## src/rtl/cgp_neuron_sched.sv

```systemverilog
// cgp_neuron_sched: time-multiplexes one combinational approximate CGP neuron
// core across N_NEURONS logical neurons. It latches a feature vector and walks
// a per-neuron feature-index table to drive the three core operands. The result
// bits are collected into one word, which leaves over a valid/ready handshake.
// Optional build macro: CGP_SCHED_CORE_REG_EN registers the core operands, so
// each neuron is sampled one cycle after its operands are selected.
`timescale 1ns/1ps

module cgp_neuron_sched #(
    parameter int N_NEURONS = 8,
    parameter int N_FEAT    = 8,
    parameter int IN_W      = 3,
    localparam int IDX_W    = $clog2(N_FEAT),
    localparam int ADDR_W   = (N_NEURONS > 1) ? $clog2(N_NEURONS) : 1
) (
    input  logic                     clk,
    input  logic                     rst_n,
    input  logic                     in_valid,
    output logic                     in_ready,
    input  logic [N_FEAT*IN_W-1:0]   in_feat,
    input  logic                     cfg_we,
    input  logic [ADDR_W-1:0]        cfg_addr,
    input  logic [3*IDX_W-1:0]       cfg_data,
    output logic                     cfg_err,
    output logic [IN_W-1:0]          core_a,
    output logic [IN_W-1:0]          core_b,
    output logic [IN_W-1:0]          core_c,
    input  logic                     core_out,
    output logic                     out_valid,
    input  logic                     out_ready,
    output logic [N_NEURONS-1:0]     out_bits,
    output logic                     busy
);

`ifdef CGP_SCHED_CORE_REG_EN
    localparam int REG_STAGE = 1;
`else
    localparam int REG_STAGE = 0;
`endif

    localparam int CNT_W = $clog2(N_NEURONS + 1);
    // Counter value of the final RUN cycle; one extra cycle drains the operand register.
    localparam logic [CNT_W-1:0] LAST_CNT = CNT_W'(N_NEURONS - 1 + REG_STAGE);

    typedef enum logic [1:0] {
        S_IDLE = 2'd0,
        S_RUN  = 2'd1,
        S_DONE = 2'd2
    } state_t;

    state_t                    state, state_nxt;
    logic [CNT_W-1:0]          cnt;
    logic [N_FEAT*IN_W-1:0]    feat;
    logic [3*IDX_W-1:0]        tbl [N_NEURONS];
    logic [N_NEURONS-1:0]      bits;

    // A write that coincides with an accepted vector is parked here so that
    // vector still sees the old entry; it lands when the result is delivered.
    logic                      pend_vld;
    logic [ADDR_W-1:0]         pend_addr;
    logic [3*IDX_W-1:0]        pend_data;

    logic                      accept;
    logic                      done_xfer;
    logic                      addr_ok;
    logic                      cfg_ok;
    logic [3*IDX_W-1:0]        cur_ent;
    logic [IN_W-1:0]           sel_a, sel_b, sel_c;
    logic                      samp_en;
    logic [CNT_W-1:0]          samp_idx;

    // Feature lookup; indices at or beyond N_FEAT read as zero.
    function automatic logic [IN_W-1:0] pick(input logic [N_FEAT*IN_W-1:0] fv,
                                             input logic [IDX_W-1:0]       idx);
        pick = '0;
        for (int f = 0; f < N_FEAT; f++) begin
            if (idx == IDX_W'(f)) pick = fv[f*IN_W +: IN_W];
        end
    endfunction

    assign accept    = (state == S_IDLE) && in_valid;
    assign done_xfer = (state == S_DONE) && out_ready;
    assign addr_ok   = ({1'b0, cfg_addr} < (ADDR_W+1)'(N_NEURONS));
    assign cfg_ok    = cfg_we && (state == S_IDLE) && addr_ok;
    assign out_bits  = bits;

    // State register.
    always_ff @(posedge clk or negedge rst_n) begin
        if (!rst_n) state <= S_IDLE;
        else        state <= state_nxt;
    end

    // Next-state logic and handshake outputs.
    always_comb begin
        state_nxt = state;
        in_ready  = 1'b0;
        out_valid = 1'b0;
        busy      = 1'b0;
        case (state)
            S_IDLE: begin
                in_ready = 1'b1;
                if (in_valid) state_nxt = S_RUN;
            end
            S_RUN: begin
                busy = 1'b1;
                if (cnt == LAST_CNT) state_nxt = S_DONE;
            end
            S_DONE: begin
                busy      = 1'b1;
                out_valid = 1'b1;
                if (out_ready) state_nxt = S_IDLE;
            end
            default: state_nxt = S_IDLE;
        endcase
    end

    // Neuron counter and feature latch, both loaded when a vector is accepted.
    always_ff @(posedge clk or negedge rst_n) begin
        if (!rst_n) begin
            cnt  <= '0;
            feat <= '0;
        end else if (accept) begin
            cnt  <= '0;
            feat <= in_feat;
        end else if ((state == S_RUN) && (cnt != LAST_CNT)) begin
            cnt  <= cnt + CNT_W'(1);
        end
    end

    // Table entry of the neuron the counter currently points at.
    always_comb begin
        cur_ent = '0;
        for (int n = 0; n < N_NEURONS; n++) begin
            if (cnt == CNT_W'(n)) cur_ent = tbl[n];
        end
    end

    assign sel_a = pick(feat, cur_ent[0*IDX_W +: IDX_W]);
    assign sel_b = pick(feat, cur_ent[1*IDX_W +: IDX_W]);
    assign sel_c = pick(feat, cur_ent[2*IDX_W +: IDX_W]);

`ifdef CGP_SCHED_CORE_REG_EN
    logic [IN_W-1:0]  core_a_p0, core_b_p0, core_c_p0;
    logic             vld_p0;
    logic [CNT_W-1:0] idx_p0;

    // Operand stage: neuron k's operands are registered, sampled one cycle later.
    always_ff @(posedge clk or negedge rst_n) begin
        if (!rst_n) begin
            core_a_p0 <= '0;
            core_b_p0 <= '0;
            core_c_p0 <= '0;
            vld_p0    <= 1'b0;
            idx_p0    <= '0;
        end else if ((state == S_RUN) && (cnt != LAST_CNT)) begin
            core_a_p0 <= sel_a;
            core_b_p0 <= sel_b;
            core_c_p0 <= sel_c;
            vld_p0    <= 1'b1;
            idx_p0    <= cnt;
        end else begin
            core_a_p0 <= '0;
            core_b_p0 <= '0;
            core_c_p0 <= '0;
            vld_p0    <= 1'b0;
            idx_p0    <= '0;
        end
    end

    assign core_a   = core_a_p0;
    assign core_b   = core_b_p0;
    assign core_c   = core_c_p0;
    assign samp_en  = vld_p0;
    assign samp_idx = idx_p0;
`else
    assign core_a   = (state == S_RUN) ? sel_a : '0;
    assign core_b   = (state == S_RUN) ? sel_b : '0;
    assign core_c   = (state == S_RUN) ? sel_c : '0;
    assign samp_en  = (state == S_RUN);
    assign samp_idx = cnt;
`endif

    // Result word: cleared on accept, one bit captured per scheduled neuron.
    always_ff @(posedge clk or negedge rst_n) begin
        if (!rst_n) begin
            bits <= '0;
        end else if (accept) begin
            bits <= '0;
        end else if (samp_en) begin
            for (int n = 0; n < N_NEURONS; n++) begin
                if (samp_idx == CNT_W'(n)) bits[n] <= core_out;
            end
        end
    end

    // Rejected configuration writes raise a one-cycle error pulse.
    always_ff @(posedge clk or negedge rst_n) begin
        if (!rst_n) cfg_err <= 1'b0;
        else        cfg_err <= cfg_we && !((state == S_IDLE) && addr_ok);
    end

    // Index table with the deferred-write slot for same-cycle accept.
    always_ff @(posedge clk or negedge rst_n) begin
        if (!rst_n) begin
            for (int n = 0; n < N_NEURONS; n++) tbl[n] <= '0;
            pend_vld  <= 1'b0;
            pend_addr <= '0;
            pend_data <= '0;
        end else begin
            if (cfg_ok && !accept) begin
                for (int n = 0; n < N_NEURONS; n++) begin
                    if (cfg_addr == ADDR_W'(n)) tbl[n] <= cfg_data;
                end
            end
            if (cfg_ok && accept) begin
                pend_vld  <= 1'b1;
                pend_addr <= cfg_addr;
                pend_data <= cfg_data;
            end else if (done_xfer) begin
                pend_vld  <= 1'b0;
            end
            if (done_xfer && pend_vld) begin
                for (int n = 0; n < N_NEURONS; n++) begin
                    if (pend_addr == ADDR_W'(n)) tbl[n] <= pend_data;
                end
            end
        end
    end

endmodule

```

## config.mk

```make
export PLATFORM = sky130hd
export DESIGN_NAME = cgp_neuron_sched
export DESIGN_NICKNAME = d
export VERILOG_FILES = /design/src/rtl/cgp_neuron_sched.sv
export SDC_FILE = /design/constraint.sdc
export NUM_CORES = 1
export LEC_CHECK = 0
export CAP_MARGIN = 30
export CELL_PAD_IN_SITES_DETAIL_PLACEMENT = 2
export CELL_PAD_IN_SITES_GLOBAL_PLACEMENT = 2
export CORE_ASPECT_RATIO = 1.1
export CORE_MARGIN = 10
export CORE_UTILIZATION = 37
export DETAILED_ROUTE_END_ITERATION = 8
export GPL_TIMING_DRIVEN = 0
export PLACE_DENSITY_LB_ADDON = 0.1
export SYNTH_ARGS = -nofsm -noshare
export SYNTH_HDL_FRONTEND = slang
export SYNTH_SLANG_ARGS = --single-unit
```

## constraint.sdc

```tcl
create_clock -name clk -period 3.9 [get_ports clk]
set_input_delay 1.17 -clock clk [delete_from_list [all_inputs] [get_ports clk]]
set_output_delay 1.17 -clock clk [all_outputs]
set_load 0.03 [all_outputs]
```

**Yosys cells after proc, flatten, opt, wreduce, memory -nomap -nowiden**

Index checks and enable logic that the tools add are counted.

- Bits in registers: 124
- Bits of input ports: 42
- Output and inout bits: 21
- Word-level logic and storage cells: 184

- Add/subtract/negate cells: 1
- Equal/unequal tests: 48
- Muxes and demuxes: 74
- Reduce and logical (&&, ||, !) cells: 38

Operators by type and width:

| operator | count |
|---|---|
| two-way mux 9 bit | 24 |
| two-way mux 72 bit | 2 |
| two-way mux 3 bit | 27 |
| equality test 3 bit (second input constant) | 20 |
| equality test 3 x 2 -> 1 bit (second input constant) | 10 |
| nonzero test 2 bit | 11 |
| equality test 4 x 3 -> 1 bit (second input constant) | 4 |
| two-way mux 8 bit | 2 |
| AND reduction 2 bit | 8 |
| equality test 3 x 1 -> 1 bit (second input constant) | 5 |
| zero test 3 bit | 5 |
| two-way mux 1 bit | 13 |
| equality test 4 x 2 -> 1 bit (second input constant) | 2 |
| logical AND 1 bit | 8 |
| two-way mux 4 bit | 2 |
| two-way mux 2 bit | 3 |
| one-hot mux 2 bit (3 select lines) | 1 |
| adder 4 x 1 -> 4 bit (second input constant) | 1 |
| equality test 4 x 1 -> 1 bit (second input constant) | 1 |
| zero test 4 bit | 1 |
| != test 2 bit (second input constant) | 2 |
| != test 4 x 3 -> 1 bit (second input constant) | 1 |
| AND reduction 3 bit | 1 |
| equality test 2 x 1 -> 1 bit (second input constant) | 1 |
| other kinds (5) | 6 |

**Logic depth before layout (Yosys ltp)**

- Depth after elaboration: 19
- Gate-level depth with buffers: 13

**Worst setup path after synthesis**

OpenSTA, ideal clock, no wires.

- Path type: flip-flop to output port
- Start point: register cnt[0]
- End point: output port core_c[0]
- Data arrival time: 2.627 ns
- Setup slack: 0.103 ns
- Cell stages (with the launch flop): 12
- Buffers on the path: 2
- Cells stage by stage: dfrtp_1 > inv_1 > ha_1 > buf_4 > buf_4 > a21oi_1 > o21ai_0 > a31oi_1 > a21oi_1 > a21oi_1 > mux4_2 > nor2b_1

- Longest elaborated chain between the ends: 19
- Elaborated cells between the ends (all ways): 33
- Classes of those cells: eq/ne (14); mux (17); reduce/logical (2)

Ends and longest elaborated chain:

| what | line | source |
|---|---|---|
| start, declared | 52 | `logic [CNT_W-1:0] cnt;` |
| start signal, assigned | 126 | `cnt <= cnt + CNT_W'(1);` |
| zero test 4 bit | 134 | `if (cnt == CNT_W'(n)) cur_ent = tbl[n];` |
| two-way mux 9 bit (7 in a row) | 134 |  |
| two-way mux 9 bit * | 134 |  |
| zero test 3 bit | 77 | `if (idx == IDX_W'(f)) pick = fv[f*IN_W +: IN_W];` |
| two-way mux 3 bit (7 in a row) | 77 |  |
| two-way mux 3 bit * | 77 |  |
| two-way mux 3 bit * | 178 | `assign core_c = (state == S_RUN) ? sel_c : '0;` |
| end, declared | 27 | `output logic [IN_W-1:0] core_c,` |

Every way passes the cells marked *; elsewhere a longest branch is shown, timed or not.

**Worst setup path after layout**

- Start point: register cnt[0]
- End point: output port core_c[1]

The elaborated chain is that of the path after synthesis.

==> summary.txt <==
Run status
  – Status: complete, but fails checks
  – Failing checks: setup timing

Critical path
  – Worst setup SP type: flop
  – Critical Path AT: 3260 ps
  – CP Max Fanout: 5
  – Critical Setup Path Class: flop to output pin
  – Crit path required time: 2730 ps
  – CP endpoint kind: output pin

Clocking
  – Total CTS buffers: 17
  – Hold Buf Count CTS: 0
  – Root Buffer Master: clkbuf_16
  – Clock Tree Buf Depth: 2
  – CTS sink cnt: 124
  – CTS tree: built
  – H-Tree Depth: 4
  – Worst-path clk slew: 60 ps
  – Skew-Pair Late Insertion Delay: 430 ps

Global routing
  – GR Util met2: 42.9%
  – First-pass GRT wire length: 45.8 mm
  – Met3 usage: 4.27%
  – Number of global-route vias before repair: 7273
  – Grt met1 use: 26.4%
  – All-layer global routing usage: 23.4%
  – Grt total ovfl: 0
  – Most Crowded Layer GR: met2
  – Antenna violations before repair: 0
  – Largest net degree at the start of global routing: 87

Final layout
  – Multi-input gate area: 3980 sq um
  – Non-filler instance count after layout: 1100
  – Filler cells: 1943
  – Layout area overhead: 32.0%
  – Final Util: 49.3%
  – Register area: 3110 sq um
  – Layout cells sized above 1: 24.5%
  – Ant. Diodes: 0
  – Layout net count: 889

Power and ir drop
  – Leak: 4.04 nW
  – Clock Power Share: 18.4%
  – Internal: 5.42 mW
  – Sequential Power Share: 25.8%
  – Psw: 3.94 mW
  – Switch share: 42.1%
  – PwrDens: 996 nW/um^2
  – Max IR drop VDD: 0.000610 V
  – Comb pwr share: 55.8%

Synth
  – Mapped Nets: 780
  – Synth area leader: dfrtp_1
  – Synth Flop Type: dfrtp_1
  – Yosys top cell area share: 43.6%
  – Largest cells by area after synthesis: dfrtp_1, mux2i_1, mux2_2
  – Register area share after synthesis: 43.6%
  – Cell variety after synth: 59
  – Synth Warn #: 0
  – Post-Synthesis Cells: 731
  – Syn avg cell area: 9.73 sq um
  – Number of synthesized flops with an enable pin: 0
  – Synth Register Bits: 124
  – Synthesized area: 7110 sq um
  – Async SR Flop Fraction: 100%

Floorplan
  – Core ar.: 19000 sq um
  – Die Y: 165 um
  – Row count: 53
  – Die ar.: 25200 sq um
  – Die width: 152 um
  – Initial Utilization: 37.4%
  – Io pins: 63

Route
  – Antenna-violating nets left: 0
  – Drc violations: 0
  – Initial DRT Pass Iterations: 5
  – Total number of vias: 6345
  – Post-Route WL: 29.5 mm
  – Drt wl/cell: 26.8 um
  – Vias per inst: 5.77
  – DR iter-0 viols: 375

Timing
  – # setup viols final: 9
  – Final cycle utilization of the critical path: 114%
  – Final WS setup: -534 ps
  – Fmax: 226 MHz
  – Slew HR: 34.7%
  – Fin crit period: 4430 ps
  – Clock Skews: 8.68 ps
  – Final Hold Vio Count: 0
  – RSZ-0062 raised after global routing: true
  – Fin. max-slew vios: 0
  – Worst-Margin Slew: 975 ps

Flow run
  – Max-capacitance violation count: 0

Place
  – Dpl ws: -1260 ps
  – HPWL after DPL: 19.3 mm
  – Routability congestion estimate: 0.843
  – Placed cell count: 1031
  – I/O Buffers: 52

Hold path
  – Hold Path Class: flop to flop
-- kinds of logic after synthesis --
| family | after synthesis | share of synthesized area [%] |
|---|---|---|
| xor+xnor | 2 | 0.246 |
| mux | 143 | 21.6 |
| simple gates | 216 | 14.4 |
| flops | 124 | 43.6 |
| buf+inv | 76 | 4.61 |
| fa+ha+maj | 7 | 1.23 |
| compound gates | 163 | 14.3 |
-- critical path, stage by stage, from the launching register on --
cell and delay [ps]:
dfrtp_2 480, buf_12 160, ha_4 200, bufbuf_16 280, nor2_1 200, a31oi_1 160
o22ai_2 290, buf_6 180, mux2i_1 90, mux4_2 480, nor2b_2 150, buf_4 170
-- power by group through the flow --
stage                     clock [mW]  combinational, mW  sequential (mW)
after CTS                       1.74               4.83             2.38
after floorplan                    0               2.71             2.22
after detailed placement           0               3.98             2.38
final                           1.72               5.22             2.41
after global placement             0               3.81             2.33
after global routing            1.80               5.56             2.49
-- layout by cell type (no fill, tap or decap), drive strengths merged, types with 7 or more instances in the layout --
cell	count
a211o	9
a21oi	47
buf	85
clkbuf	48
clkdlybuf4s50	42
dfrtp	124
ha	7
inv	11
mux2	44
mux2i	95
nand2	79
nand2b	7
nand3	16
nand3b	15
nor2	58
nor2b	13
o21ai	61
-- what timing repair did --
| item | CTS | global route |
|---|---|---|
| endpoints found under the setup margin | 9 | 9 |
| gates cloned | 2 | 0 |
| endpoints found under the hold margin | 0 | 0 |
| buffers inserted | 26 | 9 |
| pin swaps | 18 | 12 |
| gates resized for setup | 149 | 29 |
-- state kept, by name, indices dropped and copies added (netlist names) --
register,count
cfg_err,1
state,2
pend_vld,1
out_bits,8
feat,24
pend_addr,3
cnt,4
pend_data,9
tbl,72
-- through the flow --
step                setup TNS [ps]  cell area (sq um)  power (mW)  hold WS (ps)
floorplan                        0               7110        4.93           466
global placement           -442360               7940        6.14           480
detailed placement           -9780               7970        6.36           496
CTS                          -2950               9230        8.94           508
global route                 -4930               9390        9.85           557
finish                       -4040               9390        9.36           505
-- Yosys cell counts (all sizes together) (5+ instances only) --
master  count
mux2i      95
inv        11
nand3      16
nor2b      13
nor2       58
clkbuf     28
nand3b     15
dfrtp     124
ha          7
mux2       44
a211o       9
a21oi      47
nand2b      7
a221oi      6
buf        37
o21ai      61
nand2      79
a211oi      5
or3         6
-- area by class of cell --
cell class | count | area share (%)
flip-flops and latches | 124 | 33.1
well taps | 247 | 3.29
clock inverters | 11 | 1.77
clock buffers | 21 | 4.90
plain buffers | 65 | 4.29
repair buffers | 90 | 9.81
inverters | 11 | 0.493
multi-input cells | 531 | 42.4
-- final timing paths --
check,start,endpoint,slack (ps),depth (start not counted)
min in group asynchronous,rst_n,feat[14]$_DFFE_PN0P_,640,1
max reg2reg,state[0]$_DFFE_PN0P_,tbl[13]$_DFF_PN0_,1200,7
min,pend_vld$_DFFE_PN0P_,pend_vld$_DFFE_PN0P_,510,2
max in group asynchronous,rst_n,tbl[57]$_DFF_PN0_,2440,2
max,cnt[0]$_DFFE_PN0P_,core_c[1],-530,11
min reg2reg,pend_vld$_DFFE_PN0P_,pend_vld$_DFFE_PN0P_,510,2
-- routing by layer --
layer,vias up,routed length (um)
li1,2832,-
met1,3254,12100
met2,189,15200
met3,70,1170
met4,0,913
met5,-,0
(Power assumes the default switching activity.)
